$ cat src/rtl/cpu_soc_top.sv
// MoonCore board I/O hub: synchronizes board inputs, drives the LEDs and
// reports timer/button/query events as 8N1 UART bytes; captures host bytes.
module cpu_soc_top #(
    parameter int unsigned CLKS_PER_BIT = 16
) (
    input  logic       clk,
    input  logic       rst_n,
    input  logic       int_timer,
    input  logic [3:0] buttom,
    input  logic [3:0] switch,
    output logic [3:0] led,
    input  logic       uart_rx,
    output logic       uart_tx
);

    localparam int unsigned CNT_W = (CLKS_PER_BIT > 1) ? $clog2(CLKS_PER_BIT) : 1;
    localparam logic [CNT_W-1:0] BIT_LAST  = CNT_W'(CLKS_PER_BIT - 1);
    localparam logic [CNT_W-1:0] HALF_LAST = CNT_W'(CLKS_PER_BIT / 2 - 1);

    typedef enum logic [1:0] {
        TX_IDLE  = 2'd0,
        TX_START = 2'd1,
        TX_DATA  = 2'd2,
        TX_STOP  = 2'd3
    } tx_state_e;

    typedef enum logic [1:0] {
        RX_IDLE  = 2'd0,
        RX_START = 2'd1,
        RX_DATA  = 2'd2,
        RX_STOP  = 2'd3
    } rx_state_e;

    // Two-flop synchronizers; the rx line idles high so its chain resets to 1.
    logic [1:0] tmr_sync_q;
    logic [3:0] btn_s1_q, btn_s2_q;
    logic [3:0] sw_s1_q, sw_s2_q;
    logic [1:0] rx_sync_q;

    always_ff @(posedge clk) begin
        if (rst_n) begin
            tmr_sync_q <= 2'b00;
            btn_s1_q   <= 4'h0;
            btn_s2_q   <= 4'h0;
            sw_s1_q    <= 4'h0;
            sw_s2_q    <= 4'h0;
            rx_sync_q  <= 2'b11;
        end else begin
            tmr_sync_q <= {tmr_sync_q[0], int_timer};
            btn_s1_q   <= buttom;
            btn_s2_q   <= btn_s1_q;
            sw_s1_q    <= switch;
            sw_s2_q    <= sw_s1_q;
            rx_sync_q  <= {rx_sync_q[0], uart_rx};
        end
    end

    logic       tmr_s;
    logic       rx_s;
    assign tmr_s = tmr_sync_q[1];
    assign rx_s  = rx_sync_q[1];

    // Event detection and pending flags
    logic       tmr_prev_q;
    logic [3:0] prev_btn_q;
    logic [3:0] btn_val_q;
    logic [3:0] tick_cnt_q;
    logic       timer_pend_q, btn_pend_q, query_pend_q;
    logic       timer_pend_d, btn_pend_d, query_pend_d;
    logic       timer_evt, btn_evt, query_evt;
    logic       grant_tmr, grant_btn, grant_qry, tx_grant;

    tx_state_e         tx_state_q;
    logic [CNT_W-1:0]  tx_cnt_q;
    logic [2:0]        tx_idx_q;
    logic [7:0]        tx_shift_q;
    logic              tx_line_q;
    logic [7:0]        tx_payload;

    rx_state_e         rx_state_q;
    logic [CNT_W-1:0]  rx_cnt_q;
    logic [2:0]        rx_idx_q;
    logic [7:0]        rx_shift_q;
    logic [7:0]        rx_byte_q;
    logic              rx_prev_q;
    logic              rx_fall;

    logic [3:0]        led_q;
    logic [3:0]        led_d;

    assign timer_evt = tmr_s & ~tmr_prev_q;
    assign btn_evt   = (btn_s2_q != prev_btn_q);
    assign query_evt = (rx_state_q == RX_STOP) && (rx_cnt_q == BIT_LAST) && rx_s
                       && (rx_shift_q == 8'h3F);

    // Fixed priority grant, only while the transmitter is idle
    assign grant_tmr = (tx_state_q == TX_IDLE) & timer_pend_q;
    assign grant_btn = (tx_state_q == TX_IDLE) & ~timer_pend_q & btn_pend_q;
    assign grant_qry = (tx_state_q == TX_IDLE) & ~timer_pend_q & ~btn_pend_q & query_pend_q;
    assign tx_grant  = grant_tmr | grant_btn | grant_qry;

    // A fresh event in the grant cycle keeps its flag set
    assign timer_pend_d = (timer_pend_q & ~grant_tmr) | timer_evt;
    assign btn_pend_d   = (btn_pend_q   & ~grant_btn) | btn_evt;
    assign query_pend_d = (query_pend_q & ~grant_qry) | query_evt;

    always_comb begin
        tx_payload = {sw_s2_q, btn_s2_q};
        if (grant_tmr) begin
            tx_payload = {4'hA, tick_cnt_q};
        end else if (grant_btn) begin
            tx_payload = {4'hB, btn_val_q};
        end
    end

    always_ff @(posedge clk) begin
        if (rst_n) begin
            tmr_prev_q   <= 1'b0;
            prev_btn_q   <= 4'h0;
            btn_val_q    <= 4'h0;
            tick_cnt_q   <= 4'h0;
            timer_pend_q <= 1'b0;
            btn_pend_q   <= 1'b0;
            query_pend_q <= 1'b0;
        end else begin
            tmr_prev_q   <= tmr_s;
            timer_pend_q <= timer_pend_d;
            btn_pend_q   <= btn_pend_d;
            query_pend_q <= query_pend_d;
            if (timer_evt) begin
                tick_cnt_q <= tick_cnt_q + 4'd1;
            end
            if (btn_evt) begin
                prev_btn_q <= btn_s2_q;
                btn_val_q  <= btn_s2_q;
            end
        end
    end

    // LED display mode from the low two switches
    always_comb begin
        led_d = btn_s2_q;
        case (sw_s2_q[1:0])
            2'b00:   led_d = btn_s2_q;
            2'b01:   led_d = tick_cnt_q;
            2'b10:   led_d = rx_byte_q[3:0];
            default: led_d = btn_s2_q ^ sw_s2_q;
        endcase
    end

    always_ff @(posedge clk) begin
        if (rst_n) begin
            led_q <= 4'h0;
        end else begin
            led_q <= led_d;
        end
    end

    assign led = led_q;

    // UART transmitter, LSB first; the shift register drops one bit per data slot
    always_ff @(posedge clk) begin
        if (rst_n) begin
            tx_state_q <= TX_IDLE;
            tx_cnt_q   <= '0;
            tx_idx_q   <= 3'd0;
            tx_shift_q <= 8'h00;
            tx_line_q  <= 1'b1;
        end else begin
            case (tx_state_q)
                TX_IDLE: begin
                    tx_line_q <= 1'b1;
                    if (tx_grant) begin
                        tx_shift_q <= tx_payload;
                        tx_cnt_q   <= '0;
                        tx_line_q  <= 1'b0;
                        tx_state_q <= TX_START;
                    end
                end
                TX_START: begin
                    if (tx_cnt_q == BIT_LAST) begin
                        tx_cnt_q   <= '0;
                        tx_idx_q   <= 3'd0;
                        tx_line_q  <= tx_shift_q[0];
                        tx_state_q <= TX_DATA;
                    end else begin
                        tx_cnt_q <= tx_cnt_q + CNT_W'(1);
                    end
                end
                TX_DATA: begin
                    if (tx_cnt_q == BIT_LAST) begin
                        tx_cnt_q <= '0;
                        if (tx_idx_q == 3'd7) begin
                            tx_line_q  <= 1'b1;
                            tx_state_q <= TX_STOP;
                        end else begin
                            tx_idx_q   <= tx_idx_q + 3'd1;
                            tx_shift_q <= {1'b0, tx_shift_q[7:1]};
                            tx_line_q  <= tx_shift_q[1];
                        end
                    end else begin
                        tx_cnt_q <= tx_cnt_q + CNT_W'(1);
                    end
                end
                TX_STOP: begin
                    if (tx_cnt_q == BIT_LAST) begin
                        tx_cnt_q   <= '0;
                        tx_state_q <= TX_IDLE;
                    end else begin
                        tx_cnt_q <= tx_cnt_q + CNT_W'(1);
                    end
                end
                default: begin
                    tx_state_q <= TX_IDLE;
                    tx_line_q  <= 1'b1;
                end
            endcase
        end
    end

    assign uart_tx = tx_line_q;

    // UART receiver: start qualified at half bit, then mid-bit sampling
    assign rx_fall = rx_prev_q & ~rx_s;

    always_ff @(posedge clk) begin
        if (rst_n) begin
            rx_state_q <= RX_IDLE;
            rx_cnt_q   <= '0;
            rx_idx_q   <= 3'd0;
            rx_shift_q <= 8'h00;
            rx_byte_q  <= 8'h00;
            rx_prev_q  <= 1'b1;
        end else begin
            rx_prev_q <= rx_s;
            case (rx_state_q)
                RX_IDLE: begin
                    if (rx_fall) begin
                        rx_cnt_q   <= '0;
                        rx_state_q <= RX_START;
                    end
                end
                RX_START: begin
                    if (rx_cnt_q == HALF_LAST) begin
                        rx_cnt_q   <= '0;
                        rx_idx_q   <= 3'd0;
                        rx_state_q <= rx_s ? RX_IDLE : RX_DATA;
                    end else begin
                        rx_cnt_q <= rx_cnt_q + CNT_W'(1);
                    end
                end
                RX_DATA: begin
                    if (rx_cnt_q == BIT_LAST) begin
                        rx_cnt_q   <= '0;
                        rx_shift_q <= {rx_s, rx_shift_q[7:1]};
                        if (rx_idx_q == 3'd7) begin
                            rx_state_q <= RX_STOP;
                        end else begin
                            rx_idx_q <= rx_idx_q + 3'd1;
                        end
                    end else begin
                        rx_cnt_q <= rx_cnt_q + CNT_W'(1);
                    end
                end
                RX_STOP: begin
                    if (rx_cnt_q == BIT_LAST) begin
                        rx_cnt_q   <= '0;
                        rx_state_q <= RX_IDLE;
                        if (rx_s) begin
                            rx_byte_q <= rx_shift_q;
                        end
                    end else begin
                        rx_cnt_q <= rx_cnt_q + CNT_W'(1);
                    end
                end
                default: rx_state_q <= RX_IDLE;
            endcase
        end
    end

endmodule

$ cat config.mk
export PLATFORM = sky130hd
export DESIGN_NAME = cpu_soc_top
export DESIGN_NICKNAME = d
export VERILOG_FILES = /design/src/rtl/cpu_soc_top.sv
export SDC_FILE = /design/constraint.sdc
export NUM_CORES = 1
export LEC_CHECK = 0
export ABC_AREA = 1
export CORE_AREA = 2 2 74 83
export CTS_BUF_LIST = sky130_fd_sc_hd__clkbuf_2
export DETAILED_ROUTE_END_ITERATION = 10
export DIE_AREA = 0 0 76 85
export PLACE_DENSITY_LB_ADDON = 0.25
export RECOVER_POWER = 50
export SLEW_MARGIN = 20
export SYNTH_ARGS = -nofsm -noshare
export SYNTH_HDL_FRONTEND = slang
export SYNTH_SLANG_ARGS = --single-unit
$ cat constraint.sdc
create_clock -name clk -period 2 [get_ports clk]
set_input_delay 0.3 -clock clk [delete_from_list [all_inputs] [get_ports clk]]
set_output_delay 0.3 -clock clk [all_outputs]
set_load 0.01 [all_outputs]
==> results of run 1 <==
==> layer usage <==
metal | global-route usage | wire length (microns) | vias to the layer above | share of wire
li1 | - | - | 1491 | -
met5 | 0 | 0 | - | 0
met3 | 0.05638 | 215 | 12 | 0.035
met1 | 0.2481 | 2817 | 1275 | 0.46
met2 | 0.3596 | 2920 | 41 | 0.48
met4 | 0.08099 | 114 | 0 | 0.019
==> Yosys cell counts, drive strengths merged (6+ instances only) <==
| cell | instances | area share |
|---|---|---|
| dfxtp | 76 | 0.45 |
| ha | 12 | 0.045 |
| buf | 6 | 0.012 |
| a21oi | 37 | 0.055 |
| clkbuf | 7 | 0.0078 |
| nor3 | 6 | 0.0089 |
| nand3 | 32 | 0.055 |
| o21ai | 35 | 0.055 |
| inv | 74 | 0.083 |
| nor2 | 68 | 0.080 |
| nand2 | 81 | 0.091 |
| nand4 | 6 | 0.011 |
==> power groups by stage <==
stage,Sequential (mW),Clock [mW],Combinational [mW]
finish,1.74,0.846,0.931
global route,1.76,0.941,1.09
CTS,1.74,0.876,0.943
detailed placement,1.77,0,0.939
global placement,1.77,0,0.907
floorplan,1.75,0,0.784
==> state kept, by name, indices dropped and copies added, names as in the netlist, named ones only <==
register	flops
btn_val_q	4
rx_cnt_q	4
timer_pend_q	1
rx_prev_q	1
tx_idx_q	3
sw_s2_q	4
tx_shift_q	8
tmr_sync_q	2
sw_s1_q	4
btn_pend_q	1
btn_s2_q	4
uart_tx	1
tmr_prev_q	1
rx_byte_q	4
query_pend_q	1
rx_state_q	1
rx_shift_q	8
tx_cnt_q	4
btn_s1_q	4
tick_cnt_q	4
tx_state_q	2
rx_idx_q	3
rx_sync_q	2
led	4
==> cell families (layout without fill, tap and decap cells) <==
| family | after synthesis | in the layout | share of synthesized area |
|---|---|---|---|
| flops | 76 | 76 | 0.4527 |
| fa+ha+maj | 12 | 12 | 0.04467 |
| compound gates | 83 | 83 | 0.1351 |
| simple gates | 196 | 196 | 0.2524 |
| xor+xnor | 5 | 5 | 0.01303 |
| buf+inv | 87 | 108 | 0.1020 |
==> cell type report <==
type                            instances  area [sq um]  area share
Tap cell                               77         96.34     0.02626
Clock buffer                            9         45.04     0.01228
Clock inverter                          7         73.82     0.02012
Sequential cell                        76          1521      0.4147
Multi-Input combinational cell        296          1491      0.4065
Timing Repair Buffer                   18         162.7     0.04434
Inverter                               74         277.8     0.07572
==> stage by stage <==
stage / area (sq um) / hold WS [ns] / total power [mW] / worst slack, ns
CTS: 3681 / 0.2402 / 3.561 / 0.2341
floorplan: 3361 / 0.3883 / 2.535 / 0.5130
global placement: 3562 / 0.3885 / 2.679 / 0.4203
finish: 3669 / 0.2610 / 3.519 / 0.2861
global route: 3669 / 0.2237 / 3.793 / 0.08791
detailed placement: 3562 / 0.3943 / 2.711 / 0.3561
==> path summary, 6_finish.rpt <==
path                                      end
worst max-delay path                  uart_tx
worst min-delay path            tick_cnt_q[0]
worst min register to register     sw_s2_q[1]
worst max register to register  tx_state_q[1]
==> impl_metrics.py, run 1 <==
metrics = {
    "status": {
        "status": "completed",
    },
    "sta": {
        "drv_slew": 0,
        "hold_viol_final": 0,
        "post-route-period-util": 0.8570,
        "setup_viol": 0,
        "fin_setup_tns_ns": 0,
        "clock.fmax_ghz": 0.5835,
        "grt_setup_unrepaired": "false",
        "finClkSkew_ns": 0.01753,
        "fin_crit_ns": 1.714,
        "slew_headroom": 0.3451,
        "worst_pin_slew_ns": 0.9823,
    },
    "power": {
        "p_int_mw": 2.282,
        "switching_share": 0.3516,
        "peakVddDrop_uv": 626.8,
        "p_per_area_nw_per_um2": 959.1,
        "p_sw_mw": 1.237,
        "p_leak_nw": 1.607,
        "p_seq_frac": 0.495,
        "power_frac_comb": 0.265,
        "clkPwrFrac": 0.240,
    },
    "yosys": {
        "seq_area_frac_synth": 0.4527,
        "ys_types": 32,
        "netlist_area_sq_um": 3361,
        "syn_nets": 483,
        "ys.flop_type": "dfxtp_1",
        "synth_edf_count": 0,
        "avgSynthCellArea_sq_um": 7.322,
        "ys_ff_latch": 76,
        "yosys_warnings": 0,
        "postSynth.asyncResetShare": 0,
        "synthCells": 459,
    },
    "setup_path": {
        "cp_slowest_cell": "clkdlybuf4s50_1",
        "r2r-start": "tx_state_q[1]",
        "path_class": "flop to output port",
        "cp-start-kind": "flop",
        "worst-endpoint-required_ns": 1.70,
        "critPathArrivalTime_ns": 1.41,
        "cp-startpoint": "uart_tx",
        "critPathTopFamily": "buffers and inverters",
        "crit_buf_inv": 1,
        "r2r_slack_ns": 0.31,
        "worst-path-max-fanout": 2,
        "reg2regPathDepth": 9,
        "max_stage_delay_ns": 0.54,
        "crit_chain": "clkdlybuf4s50_1",
        "path_depth": 1,
        "end_kind": "output port",
    },
    "layout": {
        "antenna_cells": 0,
        "nFillCells": 511,
        "layout_common_cells": "nand2_1, dfxtp_1, inv_1",
        "final_net_count": 499,
        "final_core_util": 0.6523,
        "layout_commonest_cell": "nand2_1",
        "final_cells": 557,
        "syn2layout_area_growth_pct": 9.159,
        "drive_above_1_share": 0.05625,
    },
    "grt": {
        "antenna_found_initial": 0,
        "grt_pass1_wl_mm": 11.02,
        "grt_pass1_vias": 2660,
        "grt_max_degree": 49,
        "grtUsageTotal": 0.2079,
        "grt.overflow.total": 0,
    },
    "clocking": {
        "ctsHoldBuffers": 0,
        "cts_htree_levels": 3,
        "clockBufferDepth": 2,
        "cts.clk_slew.worst_paths_ns": 0.21,
        "clk_latency_ns": 0.51,
        "post_cts_buffers": 0,
        "cts_tree": "built",
        "cts.repair.resized": 0,
        "cts.sinks": 76,
        "root_buffer": "clkbuf_2",
        "numCtsBuffers": 9,
    },
    "die": {
        "die_x_microns": 76,
        "dieHeight_microns": 85,
        "core_area_sq_um": 5624,
        "ios": 17,
        "rows": 29,
        "start_util": 0.5976,
        "die-area_sq_um": 6460,
    },
    "detailed_routing": {
        "drt-pass1-iter-count": 4,
        "detailroute.via_count": 2819,
        "wl_per_cell_microns": 10.89,
        "wl_mm": 6.068,
        "via_per_inst": 5.061,
        "drc": 0,
        "drt_iter0_markers": 131,
        "drt.antenna.violating_nets": 0,
    },
    "placement": {
        "io_buffers": 16,
        "place_inst": 541,
        "dp_hpwl_mm": 4.386,
        "place.gp.congestion": 0.8558,
    },
    "min_path": {
        "holdPathStages": 4,
        "worstHoldStart": "rst_n",
        "hold_class": "input pin to flop",
    },
    "flow_run": {
        "cap_violations": 0,
    },
}
Power figures use the tool's default switching activity.
==> inputs of run 2 (changes only) <==
--- a/config.mk
+++ b/config.mk
@@ -10,6 +10,7 @@
 export CTS_BUF_LIST = sky130_fd_sc_hd__clkbuf_2
 export DETAILED_ROUTE_END_ITERATION = 10
 export DIE_AREA = 0 0 76 85
+export MAX_ROUTING_LAYER = met4
 export PLACE_DENSITY_LB_ADDON = 0.25
 export RECOVER_POWER = 50
 export SLEW_MARGIN = 20
==> constraint.sdc (replaced) <==
create_clock -name clk -period 2 [get_ports clk]
set_input_delay 0.4 -clock clk [delete_from_list [all_inputs] [get_ports clk]]
set_output_delay 0.4 -clock clk [all_outputs]
set_load 0.01 [all_outputs]
==> run 2 against run 1 <==
  * Wire length increased by 0.58%
  * First-iteration DRC count increased by 20%
  * Die area unchanged
  * Clock-buffer cell count increased by 1
  * Final area increased by 0.10%
  * Clock skew increased by 0.0076 ns
  * Global-route usage increased by 0.30 points
==> impl_metrics.py, run 2 (synthesis gave the netlist of run 1 again) <==
metrics = {
    "setup_path": {
        "end_kind": "output port",
        "crit_buf_inv": 1,
        "max_stage_delay_ns": 0.54,
        "r2r_slack_ns": 0.29,
        "critPathArrivalTime_ns": 1.45,
        "critPathTopFamily": "buffers and inverters",
        "timing.rr.end": "tx_shift_q[0]",
        "cp-start-kind": "flop",
        "cp_slowest_cell": "clkdlybuf4s50_1",
        "reg2regPathDepth": 8,
        "worst-endpoint-required_ns": 1.60,
        "r2r-start": "tx_state_q[0]",
        "crit_chain": "clkdlybuf4s50_1",
        "path_class": "flop to output port",
        "worst-path-max-fanout": 2,
    },
    "layout": {
        "top_regs": "rx_shift_q: 8 flops, tx_shift_q: 8 flops",
        "syn2layout_area_growth_pct": 9.270,
        "multiInputGateArea_sq_um": 1496,
        "antenna_cells": 0,
        "seqCellArea_sq_um": 1521,
        "final_net_count": 500,
        "nFillCells": 504,
        "fin_area_sq_um": 3672,
        "layout_commonest_cell": "nand2_1",
        "layout_common_cells": "nand2_1, dfxtp_1, inv_1",
        "drive_above_1_share": 0.06237,
    },
    "sta": {
        "fin_setup_tns_ns": 0,
        "worst_pin_slew_ns": 1.128,
        "finClkSkew_ns": 0.02513,
        "clock.fmax_ghz": 0.5413,
        "drv_slew": 0,
        "hold_viol_final": 0,
        "post-route-period-util": 0.9237,
        "fin_crit_ns": 1.847,
        "slew_headroom": 0.2483,
        "grt_setup_unrepaired": "false",
        "setup_viol": 0,
    },
    "detailed_routing": {
        "via_per_inst": 5.056,
        "drt_iter0_markers": 157,
        "wl_mm": 6.103,
        "drt-pass1-iter-count": 4,
        "drt.antenna.violating_nets": 0,
        "wl_per_cell_microns": 10.94,
        "detailroute.via_count": 2821,
        "drc": 0,
    },
    "power": {
        "p_leak_nw": 1.602,
        "p_per_area_nw_per_um2": 958.1,
        "peakVddDrop_uv": 566.8,
    },
    "placement": {
        "dp_hpwl_mm": 4.386,
        "io_buffers": 16,
        "place.gp.congestion": 0.8839,
        "place_area_sq_um": 3570,
    },
    "clocking": {
        "cts.clk_slew.worst_paths_ns": 0.22,
        "cts_htree_levels": 3,
        "numCtsBuffers": 9,
        "ctsHoldBuffers": 0,
        "clockBufferDepth": 2,
        "cts.repair.resized": 0,
        "clk_latency_ns": 0.53,
        "root_buffer": "clkbuf_2",
        "post_cts_buffers": 0,
        "cts.sinks": 76,
        "cts_tree": "built",
    },
    "min_path": {
        "holdPathStages": 2,
        "worstHoldStart": "rst_n",
        "hold_class": "input pin to flop",
        "hold_path_end": "rx_idx_q[1]",
    },
    "grt": {
        "grt_pass1_vias": 2597,
        "antenna_found_initial": 0,
        "grt_pass1_wl_mm": 10.79,
        "grt_max_degree": 30,
        "grtUsageTotal": 0.2109,
        "grt.overflow.total": 0,
    },
    "status": {
        "status": "completed",
    },
    "die": {
        "die-area_sq_um": 6460,
        "die_x_microns": 76,
        "start_util": 0.5976,
        "core_area_sq_um": 5624,
        "ios": 17,
        "dieHeight_microns": 85,
        "rows": 29,
    },
    "flow_run": {
        "cap_violations": 0,
    },
}
==> run 2: cell type report <==
class	count	area share
Clock inverter	6	0.01772
Clock buffer	10	0.01363
Inverter	74	0.07564
Multi-Input combinational cell	296	0.4075
Sequential cell	76	0.4143
Timing Repair Buffer	19	0.04497
Tap cell	77	0.02624
==> run 2: worst max path at each step <==
stage	startpoint	end	slack, ns	cells after the start
after floorplan	tx_state_q[0]	tx_shift_q[5]	0.51	9
after detailed placement	tx_state_q[1]	tx_state_q[1]	0.36	9
after global routing	uart_tx	uart_tx	0.07	1
final	uart_tx	uart_tx	0.15	1
after global placement	tx_state_q[0]	tx_state_q[1]	0.44	9
after CTS	uart_tx	uart_tx	0.12	1
==> run 2: per-stage QoR <==
| step | instances | worst slack, ns | hold slack, ns | power [mW] | utilization |
|---|---|---|---|---|---|
| CTS | 558 | 0.1240 | 0.1352 | 3.548 | 0.6552 |
| global placement | 542 | 0.4447 | 0.3916 | 2.684 | 0.6347 |
| floorplan | 459 | 0.5130 | 0.3883 | 2.535 | - |
| detailed placement | 542 | 0.3596 | 0.3929 | 2.715 | 0.6347 |
| global route | 558 | 0.07286 | 0.3114 | 3.771 | 0.6529 |
| finish | 558 | 0.1526 | 0.2776 | 3.518 | 0.6529 |
==> run 2: layer usage <==
layer | routed length (microns) | vias up | track usage
met2 | 2948 | 33 | 0.3498
met5 | 0 | - | -
met4 | 111 | 0 | 0.09421
li1 | - | 1491 | -
met3 | 151 | 10 | 0.04787
met1 | 2893 | 1287 | 0.2465
==> run 2: report_power, final <==
group          total [mW]  internal, mW  switching (mW)  leakage [nW]
logic               0.943         0.340           0.603         0.910
clock network       0.830         0.294           0.536        0.0719
registers            1.75          1.65          0.0989         0.620
==> inputs of run 3 (changes only) <==
--- a/config.mk
+++ b/config.mk
@@ -13,6 +13,7 @@
 export MAX_ROUTING_LAYER = met4
 export PLACE_DENSITY_LB_ADDON = 0.25
 export RECOVER_POWER = 50
+export SKIP_LAST_GASP = 1
 export SLEW_MARGIN = 20
 export SYNTH_ARGS = -nofsm -noshare
 export SYNTH_HDL_FRONTEND = slang
==> results of run 3 <==
The final DEF is identical to that of run 2; final timing and power are the same.
